<file path="src/rtl/block_serializer.sv">
// Serializes one 512-bit block into 16 x 32-bit words, word 0 first.
// Optional word_idx/last_word outputs are enabled by BLOCK_SERIALIZER_WORD_IDX_EN.
module block_serializer #(
  parameter int unsigned WORD_W    = 32,
  parameter int unsigned NUM_WORDS = 16,
  localparam int unsigned BLOCK_W  = WORD_W * NUM_WORDS,
  localparam int unsigned IDX_W    = $clog2(NUM_WORDS)
) (
  input  logic               clk,
  input  logic               rst,
  input  logic [BLOCK_W-1:0] data_in,
  input  logic               data_valid,
  output logic               in_ready,
  output logic [WORD_W-1:0]  pkg_out,
  output logic               pkg_valid,
  input  logic               pkg_ready,
`ifdef BLOCK_SERIALIZER_WORD_IDX_EN
  output logic [IDX_W-1:0]   word_idx,
  output logic               last_word,
`endif
  output logic               block_done
);

  typedef enum logic {IDLE = 1'b0, SEND = 1'b1} state_e;

  state_e              state_q;
  logic [BLOCK_W-1:0]  shreg_q;
  logic [IDX_W-1:0]    idx_q;
  logic                done_q;
  logic                is_last;

  assign is_last = (idx_q == IDX_W'(NUM_WORDS - 1));

  // Load, shift-out and last-word handling; reset discards any partial block.
  always_ff @(posedge clk) begin
    if (rst) begin
      state_q <= IDLE;
      shreg_q <= '0;
      idx_q   <= '0;
      done_q  <= 1'b0;
    end else begin
      done_q <= 1'b0;
      case (state_q)
        IDLE: begin
          if (data_valid) begin
            shreg_q <= data_in;
            idx_q   <= '0;
            state_q <= SEND;
          end
        end
        SEND: begin
          if (pkg_ready) begin
            shreg_q <= shreg_q >> WORD_W;
            idx_q   <= idx_q + IDX_W'(1);
            if (is_last) begin
              state_q <= IDLE;
              done_q  <= 1'b1;
            end
          end
        end
        default: state_q <= IDLE;
      endcase
    end
  end

  // in_ready must drop in the reset cycle itself, hence the direct rst term.
  assign in_ready   = (state_q == IDLE) && !rst;
  assign pkg_valid  = (state_q == SEND);
  assign pkg_out    = shreg_q[WORD_W-1:0];
  assign block_done = done_q;

`ifdef BLOCK_SERIALIZER_WORD_IDX_EN
  assign word_idx  = idx_q;
  assign last_word = pkg_valid && is_last;
`endif

endmodule
</file>
<file path="config.mk">
export PLATFORM = sky130hd
export DESIGN_NAME = block_serializer
export DESIGN_NICKNAME = d
export VERILOG_FILES = /design/src/rtl/block_serializer.sv
export SDC_FILE = /design/constraint.sdc
export NUM_CORES = 1
export LEC_CHECK = 0
export CORE_MARGIN = 2
export CORE_UTILIZATION = 35
export DETAILED_ROUTE_END_ITERATION = 8
export PLACE_DENSITY = 0.56
export SLEW_MARGIN = 10
export SYNTH_ARGS = -nofsm -noshare
export SYNTH_HDL_FRONTEND = slang
export SYNTH_SLANG_ARGS = --single-unit
</file>
<file path="constraint.sdc">
create_clock -name clk -period 3.1 [get_ports clk]
set_input_delay 0.465 -clock clk [delete_from_list [all_inputs] [get_ports clk]]
set_output_delay 0.465 -clock clk [all_outputs]
set_load 0.01 [all_outputs]
</file>
==> results of run 1 <==
stage by stage:
| stage | setup slack (ns) | utilization | cell area, sq um | hold slack (ns) | power [W] |
|---|---|---|---|---|---|
| after floorplan | 1.24 | - | 24000 | 0.440 | 0.00985 |
| after global placement | 0.628 | 0.437 | 29900 | 0.468 | 0.0110 |
| after detailed placement | 0.517 | 0.437 | 29900 | 0.477 | 0.0111 |
| after CTS | 0.420 | 0.466 | 31900 | 0.247 | 0.0183 |
| after global routing | 0.393 | 0.467 | 31900 | 0.278 | 0.0189 |
| final | 0.502 | 0.467 | 31900 | 0.293 | 0.0181 |
worst max-delay path, delay by kind of cell, from the launching register on:
| kind | cells | cell delay (ns) |
|---|---|---|
| buf+inv | 2 | 0.79 |
| flops | 1 | 0.59 |
| simple gates | 1 | 0.10 |
cells in the final DEF, fill, tap and decap left out, types with 2 or more instances in the layout:
cell type and instances:
sky130_fd_sc_hd__clkbuf_16 61, sky130_fd_sc_hd__a211oi_1 191, sky130_fd_sc_hd__clkinv_2 9, sky130_fd_sc_hd__diode_2 25
sky130_fd_sc_hd__nand3_1 2, sky130_fd_sc_hd__nor2_1 518, sky130_fd_sc_hd__clkbuf_1 15, sky130_fd_sc_hd__nand2_1 2
sky130_fd_sc_hd__clkbuf_8 17, sky130_fd_sc_hd__buf_4 27, sky130_fd_sc_hd__bufinv_16 4, sky130_fd_sc_hd__a22oi_1 32
sky130_fd_sc_hd__o21ai_0 2, sky130_fd_sc_hd__buf_12 24, sky130_fd_sc_hd__a21oi_1 2, sky130_fd_sc_hd__a211oi_2 290
sky130_fd_sc_hd__mux2i_1 480, sky130_fd_sc_hd__clkdlybuf4s50_1 549, sky130_fd_sc_hd__dfxtp_1 517
state kept, by name, indices dropped and copies added (netlist names):
| name | count |
|---|---|
| shreg_q | 512 |
| idx_q | 4 |
| block_done | 1 |
| pkg_valid | 1 |
worst paths after layout:
check            start           end  slack (ns)  depth (start not counted)
max          pkg_valid      in_ready        0.50                          3
min                rst  shreg_q[485]        0.29                          2
max reg2reg  pkg_valid   shreg_q[38]        0.98                          4
min reg2reg   idx_q[3]    block_done        0.48                          2
layer usage:
metal | vias to the layer above | wire length (um) | track usage
met1 | 8493 | 34700 | 0.275
met3 | 140 | 4370 | 0.0492
li1 | 9192 | - | -
met5 | - | 213 | 0
met4 | 34 | 2210 | 0.0800
met2 | 441 | 35000 | 0.324
cell type report:
cell class / count / area [sq um]
Sequential cell: 518 / 10400
Timing Repair Buffer: 601 / 6190
Multi-Input combinational cell: 1529 / 12200
Tap cell: 882 / 1100
Fill cell: 6350 / 36400
Antenna cell: 25 / 62.6
Clock inverter: 13 / 165
Clock buffer: 93 / 1820
report_power, final:
group	total (W)	internal (W)	switching (W)
logic	0.00328	0.00167	0.00161
clock network	0.00713	0.00431	0.00282
registers	0.00770	0.00728	0.000413
total	0.0181	0.0133	0.00485
cells by family after synthesis:
| logic type | synth area share |
|---|---|
| compound gates | 0.222 |
| fa+ha+maj | 0.000520 |
| buf+inv | 0.0622 |
| flops | 0.431 |
| mux | 0.201 |
| simple gates | 0.0833 |
==> run summary, run 1 <==
OUTCOME
----------------------------------------------------------------------------------
Outcome .............................................................    completed

CTS
----------------------------------------------------------------------------------
H-tree levels .......................................................            2
Clock tree from TritonCTS ...........................................          yes
Setup fix buffers added after clock tree synthesis ..................            0
Count of hold-fix buffers inserted at cts ...........................            0
Clock Root Buffer ................................................... sky130_fd_sc_hd__clkbuf_16
Clock tree sinks ....................................................          518
Clock-pin slew on the worst setup and hold paths ....................      0.06 ns
Maximum clock insertion buffer count ................................            3
Number of buffers added by the clock tree synthesis step ............           58
Clock network latency to the later pin of the worst-skew pair .......      0.61 ns
Resized Gates After CTS .............................................            0

GLOBAL ROUTE
----------------------------------------------------------------------------------
Number of antenna violations at the first check in global routing ...           41
Wire length of the first global-routing pass ........................    112000 um
Largest net degree at the start of global routing ...................          151
All-Layer GR Usage ..................................................        0.207
GRT overflow ........................................................            0
Vias in the first global route ......................................        17900

CRITICAL PATH
----------------------------------------------------------------------------------
Element type at the critical path start .............................         flop
Maximum net fanout on the critical path .............................           33
Setup crit end kind .................................................   output pin
Cells traversed along the worst timing path ......................... buf_12 -> nor2_1 -> clkdlybuf4s50_1
Required @ worst endpoint ...........................................      2.63 ns
Arrival time of data at the critical path endpoint ..................      2.13 ns
Worst-path cell with the longest stage delay ........................ sky130_fd_sc_hd__dfxtp_4
Critical path type ..................................................   reg -> out
Peak per-stage delay on the critical path ...........................      0.59 ns

TIMING
----------------------------------------------------------------------------------
Final critical-path required period .................................      2.60 ns
Setup repair after global routing missed its margin .................        false
Final setup fails ...................................................            0
Final hold viol count ...............................................            0
Final Cycle Share ...................................................        0.838
Tightest slew margin relative to the limit ..........................        0.390
Final TNS setup .....................................................         0 ns
Highest clock frequency the design can meet .........................    0.385 GHz
Number of slew-limit violations in the final report .................            0
Post-Route Skew .....................................................    0.0199 ns
Worst-Margin Slew ...................................................     0.915 ns

FLOORPLANNING
----------------------------------------------------------------------------------
Standard cell core area .............................................  68300 sq um
Die X-Extent ........................................................       266 um
I/O pin count .......................................................          551
Total Die Area ......................................................  70800 sq um
Die height ..........................................................       266 um
Initial core utilization ............................................        0.352
Standard-cell row count .............................................           96

FINISH
----------------------------------------------------------------------------------
Layout cells sized above 1 ..........................................        0.159
Signed area change from the synthesized netlist to the final layout .        32.8%
Final layout net count ..............................................         3225
Post-layout instance count excluding filler cells ...................         3661

YOSYS
----------------------------------------------------------------------------------
Ranking of synthesized cells by instance count ...................... sky130_fd_sc_hd__dfxtp_1 (518), sky130_fd_sc_hd__nor2_1 (518), sky130_fd_sc_hd__mux2i_1 (481)
Syn_area_per_cell ...................................................   10.4 sq um
Cell type contributing the most total cell area after synthesis ..... sky130_fd_sc_hd__dfxtp_1
Ranking of synthesized cells by area ................................ sky130_fd_sc_hd__dfxtp_1 (43%), sky130_fd_sc_hd__mux2i_1 (20%), sky130_fd_sc_hd__a211oi_2 (15%), sky130_fd_sc_hd__nor2_1 (8.1%), sky130_fd_sc_hd__a211oi_1 (6.0%)
Part of the Yosys area used for sequential elements .................        0.431
Async SR Flop Fraction ..............................................            0
Flops & latches, synth ..............................................          518
Area of the mapped netlist ..........................................  24000 sq um
Number of flops mapped to enable cells by yosys .....................            0
Post-Synthesis Cells ................................................         2306
Library cells used by synthesis .....................................           23
Post-Synthesis Net Count ............................................         2823
Proportion of netlist area held by the largest area contributor .....        0.431
Most common flop cell mapped by yosys ............................... sky130_fd_sc_hd__dfxtp_1
Yosys warning count .................................................            0

DRT
----------------------------------------------------------------------------------
DR vias/cell ........................................................         5.00
Aggregate routed wire length ........................................     76500 um
DRC viols ...........................................................            0
Antenna-violating nets left .........................................            0
First-pass iteration count of the detailed router ...................            5
Total via count in the routed design ................................        18300
Routed length per instance ..........................................      20.9 um
Starting DRC count in detailed routing ..............................          981

PWR
----------------------------------------------------------------------------------
Power per Cell Area .................................................  567 nW/um^2
Worst supply voltage drop on vdd ....................................       432 uV
Leak ................................................................      11.9 nW

PLACE
----------------------------------------------------------------------------------
Final GP Congestion .................................................        0.895
Number of placed instances, taps included ...........................         3530
Number of port buffers ..............................................          550
Half-perimeter wire length after detailed placement .................     56600 um

RUN
----------------------------------------------------------------------------------
Number of max-capacitance violations reported .......................            0

WORST HOLD PATH
----------------------------------------------------------------------------------
Worst min-delay path class ..........................................    in -> reg

Note: power is estimated with default switching activity, not from simulation.
==> inputs of run 2 (changes only) <==
clock period = 2.6 ns   (was 3.1 ns; I/O delays follow)
==> run summary, run 2 (synthesized netlist as in run 1, its figures left out) <==
OUTCOME
-------------------------------------------------------------------------------------
Outcome ................................................................    completed

PWR
-------------------------------------------------------------------------------------
Leak ...................................................................      12.0 nW   +0.85%
Power per Cell Area ....................................................  676 nW/um^2   +19%
Worst supply voltage drop on vdd .......................................       486 uV   +13%

CTS
-------------------------------------------------------------------------------------
Resized Gates After CTS ................................................            0   unchanged
Clock-pin slew on the worst setup and hold paths .......................      0.06 ns   about the same
Count of hold-fix buffers inserted at cts ..............................            0   unchanged
Clock Root Buffer ...................................................... sky130_fd_sc_hd__clkbuf_16
Setup fix buffers added after clock tree synthesis .....................            0   unchanged
H-tree levels ..........................................................            2   unchanged
Clock network latency to the later pin of the worst-skew pair ..........      0.62 ns   about the same
Maximum clock insertion buffer count ...................................            3   unchanged
Number of buffers added by the clock tree synthesis step ...............           59   +1.7%
Clock tree sinks .......................................................          518   unchanged
Clock tree from TritonCTS ..............................................          yes

DRT
-------------------------------------------------------------------------------------
First-pass iteration count of the detailed router ......................            5   unchanged
DR vias/cell ...........................................................         4.96   -0.76%
Aggregate routed wire length ...........................................     76800 um   +0.42%
Starting DRC count in detailed routing .................................         1076   +9.7%
Antenna-violating nets left ............................................            0   unchanged
Total via count in the routed design ...................................        18300   -0.27%
DRC viols ..............................................................            0   unchanged
Routed length per instance .............................................      20.9 um   about the same

TIMING
-------------------------------------------------------------------------------------
Number of slew-limit violations in the final report ....................            0   unchanged
Final TNS setup ........................................................         0 ns   unchanged
Final hold viol count ..................................................            0   unchanged
Post-Route Skew ........................................................    0.0165 ns   -0.00340 ns
Final critical-path required period ....................................      2.47 ns
Highest clock frequency the design can meet ............................    0.406 GHz
Final setup fails ......................................................            0   unchanged
Tightest slew margin relative to the limit .............................        0.515   +0.124
Setup repair after global routing missed its margin ....................        false
Final Cycle Share ......................................................        0.948
Worst path setup slack after routing ...................................     0.134 ns   -0.368 ns
Worst-Margin Slew ......................................................     0.708 ns   -0.207 ns

WORST HOLD PATH
-------------------------------------------------------------------------------------
Worst min-delay path class .............................................    in -> reg
Worst min-delay path endpoint .......................................... shreg_q[226]
Worst Hold Launch ......................................................          rst
Number of cells on the worst hold path .................................            2   unchanged

GLOBAL ROUTE
-------------------------------------------------------------------------------------
Vias in the first global route .........................................        18200   +1.7%
Number of antenna violations at the first check in global routing ......           41   unchanged
Largest net degree at the start of global routing ......................          109   -28%
All-Layer GR Usage .....................................................        0.209   +0.00238
GRT overflow ...........................................................            0   unchanged
Wire length of the first global-routing pass ...........................    113000 um   +1.1%

FLOORPLANNING
-------------------------------------------------------------------------------------
Die height .............................................................       266 um   unchanged
Initial core utilization ...............................................        0.352   unchanged
Die X-Extent ...........................................................       266 um   unchanged
Standard-cell row count ................................................           96   unchanged
I/O pin count ..........................................................          551   unchanged
Total Die Area .........................................................  70800 sq um   unchanged
Standard cell core area ................................................  68300 sq um   unchanged

CRITICAL PATH
-------------------------------------------------------------------------------------
Maximum net fanout on the critical path ................................           31   -6.1%
Setup crit end kind ....................................................   output pin
Element type at the critical path start ................................         flop
Critical path type .....................................................   reg -> out
Worst-path cell with the longest stage delay ........................... sky130_fd_sc_hd__dfxtp_4
Peak per-stage delay on the critical path ..............................      0.55 ns   -0.04 ns
Reg2Reg Depth ..........................................................            3   -1
Launching point of the worst reg2reg path ..............................    pkg_valid
Arrival time of data at the critical path endpoint .....................      2.08 ns   -0.05 ns
Required @ worst endpoint ..............................................      2.21 ns   -0.42 ns
Setup slack on the worst flop-to-flop path .............................      0.60 ns   -0.38 ns
Cells traversed along the worst timing path ............................ buf_12 -> nor2_1 -> clkdlybuf4s50_1
RR Endpoint ............................................................ shreg_q[246]

FINISH
-------------------------------------------------------------------------------------
Max reg flops ..........................................................          512   unchanged
Largest registers ranked by flip-flop count ............................ shreg_q: 512 flops, idx_q: 4 flops
Design area ............................................................  32100 sq um   +0.57%
Commonest cells after routing, fill and taps aside ..................... sky130_fd_sc_hd__clkdlybuf4s50_1 (549), sky130_fd_sc_hd__nor2_1 (518), sky130_fd_sc_hd__dfxtp_1 (517)
Final layout net count .................................................         3243   +0.56%
Signed area change from the synthesized netlist to the final layout ....        33.5%
Largest register by flop count .........................................      shreg_q
Layout cells sized above 1 .............................................        0.165   +0.00630
Most frequent standard cell in the layout excluding fill and tap cells . sky130_fd_sc_hd__clkdlybuf4s50_1

PLACE
-------------------------------------------------------------------------------------
Pre-CTS setup slack ....................................................     0.278 ns   -0.238 ns
Post-Place Cell Area ...................................................  30000 sq um   +0.55%
Final GP Congestion ....................................................        0.863   -3.5%
Number of port buffers .................................................          550   unchanged
Half-perimeter wire length after detailed placement ....................     57400 um   +1.3%

RUN
-------------------------------------------------------------------------------------
Number of max-capacitance violations reported ..........................            0   unchanged

## run 2: changes by cell type in the layout (fill, tap and decap cells not counted)
cell,delta
sky130_fd_sc_hd__diode_2,+2
sky130_fd_sc_hd__inv_6,+2
sky130_fd_sc_hd__buf_12,+3
sky130_fd_sc_hd__clkbuf_1,-4
sky130_fd_sc_hd__clkbuf_8,+2
sky130_fd_sc_hd__clkbuf_16,-2
sky130_fd_sc_hd__buf_4,+14
sky130_fd_sc_hd__bufinv_16,+1
sky130_fd_sc_hd__clkinv_2,-1
sky130_fd_sc_hd__clkinvlp_4,+1
## run 2: cell type report
cell class	count	area (sq um)
antenna	27	67.6
clock buffer	89	1780
clock inverter	16	215
fill	6313	36200
multi-input combinational	1529	12200
sequential	518	10400
tap	882	1100
timing repair buffer	618	6360
## run 2: worst max-delay path: cells and delay by family (launching register included)
family        cells  cell delay, ns
flops             1            0.55
simple gates      1            0.09
buf+inv           2            0.80
## run 2: how the worst max path moves through the flow
stage	cells after the start	end	start	slack, ns
2_1_floorplan	5	in_ready	rst	0.89
3_3_place_gp	6	shreg_q[226]	data_valid	0.35
3_5_place_dp	6	shreg_q[325]	data_valid	0.28
4_1_cts	3	in_ready	pkg_valid	0.09
5_1_grt	3	in_ready	pkg_valid	0.07
6_report	3	in_ready	pkg_valid	0.13
## run 2: stage by stage
step,power [W],hold WS (ns),std cells,utilization
2_1_floorplan,0.0117,0.440,2306,-
3_3_place_gp,0.0132,0.464,3547,0.440
3_5_place_dp,0.0133,0.482,3547,0.440
4_1_cts,0.0220,0.172,3652,0.469
5_1_grt,0.0227,0.178,3671,0.469
6_report,0.0217,0.192,3679,0.470
## run 2: metal layers
metal | GRT usage | routed length [um] | vias to the layer above
li1 | - | - | 9236
met1 | 0.278 | 35100 | 8455
met2 | 0.330 | 35500 | 410
met3 | 0.0521 | 4280 | 121
met4 | 0.0736 | 1790 | 28
met5 | 0 | 170 | -
## run 2: power breakdown
group          internal (W)  leakage [nW]  switching (W)  total (W)
Sequential          0.00868          4.30       0.000492    0.00918
Combinational       0.00201          6.72        0.00194    0.00395
Clock               0.00517         0.988        0.00339    0.00856
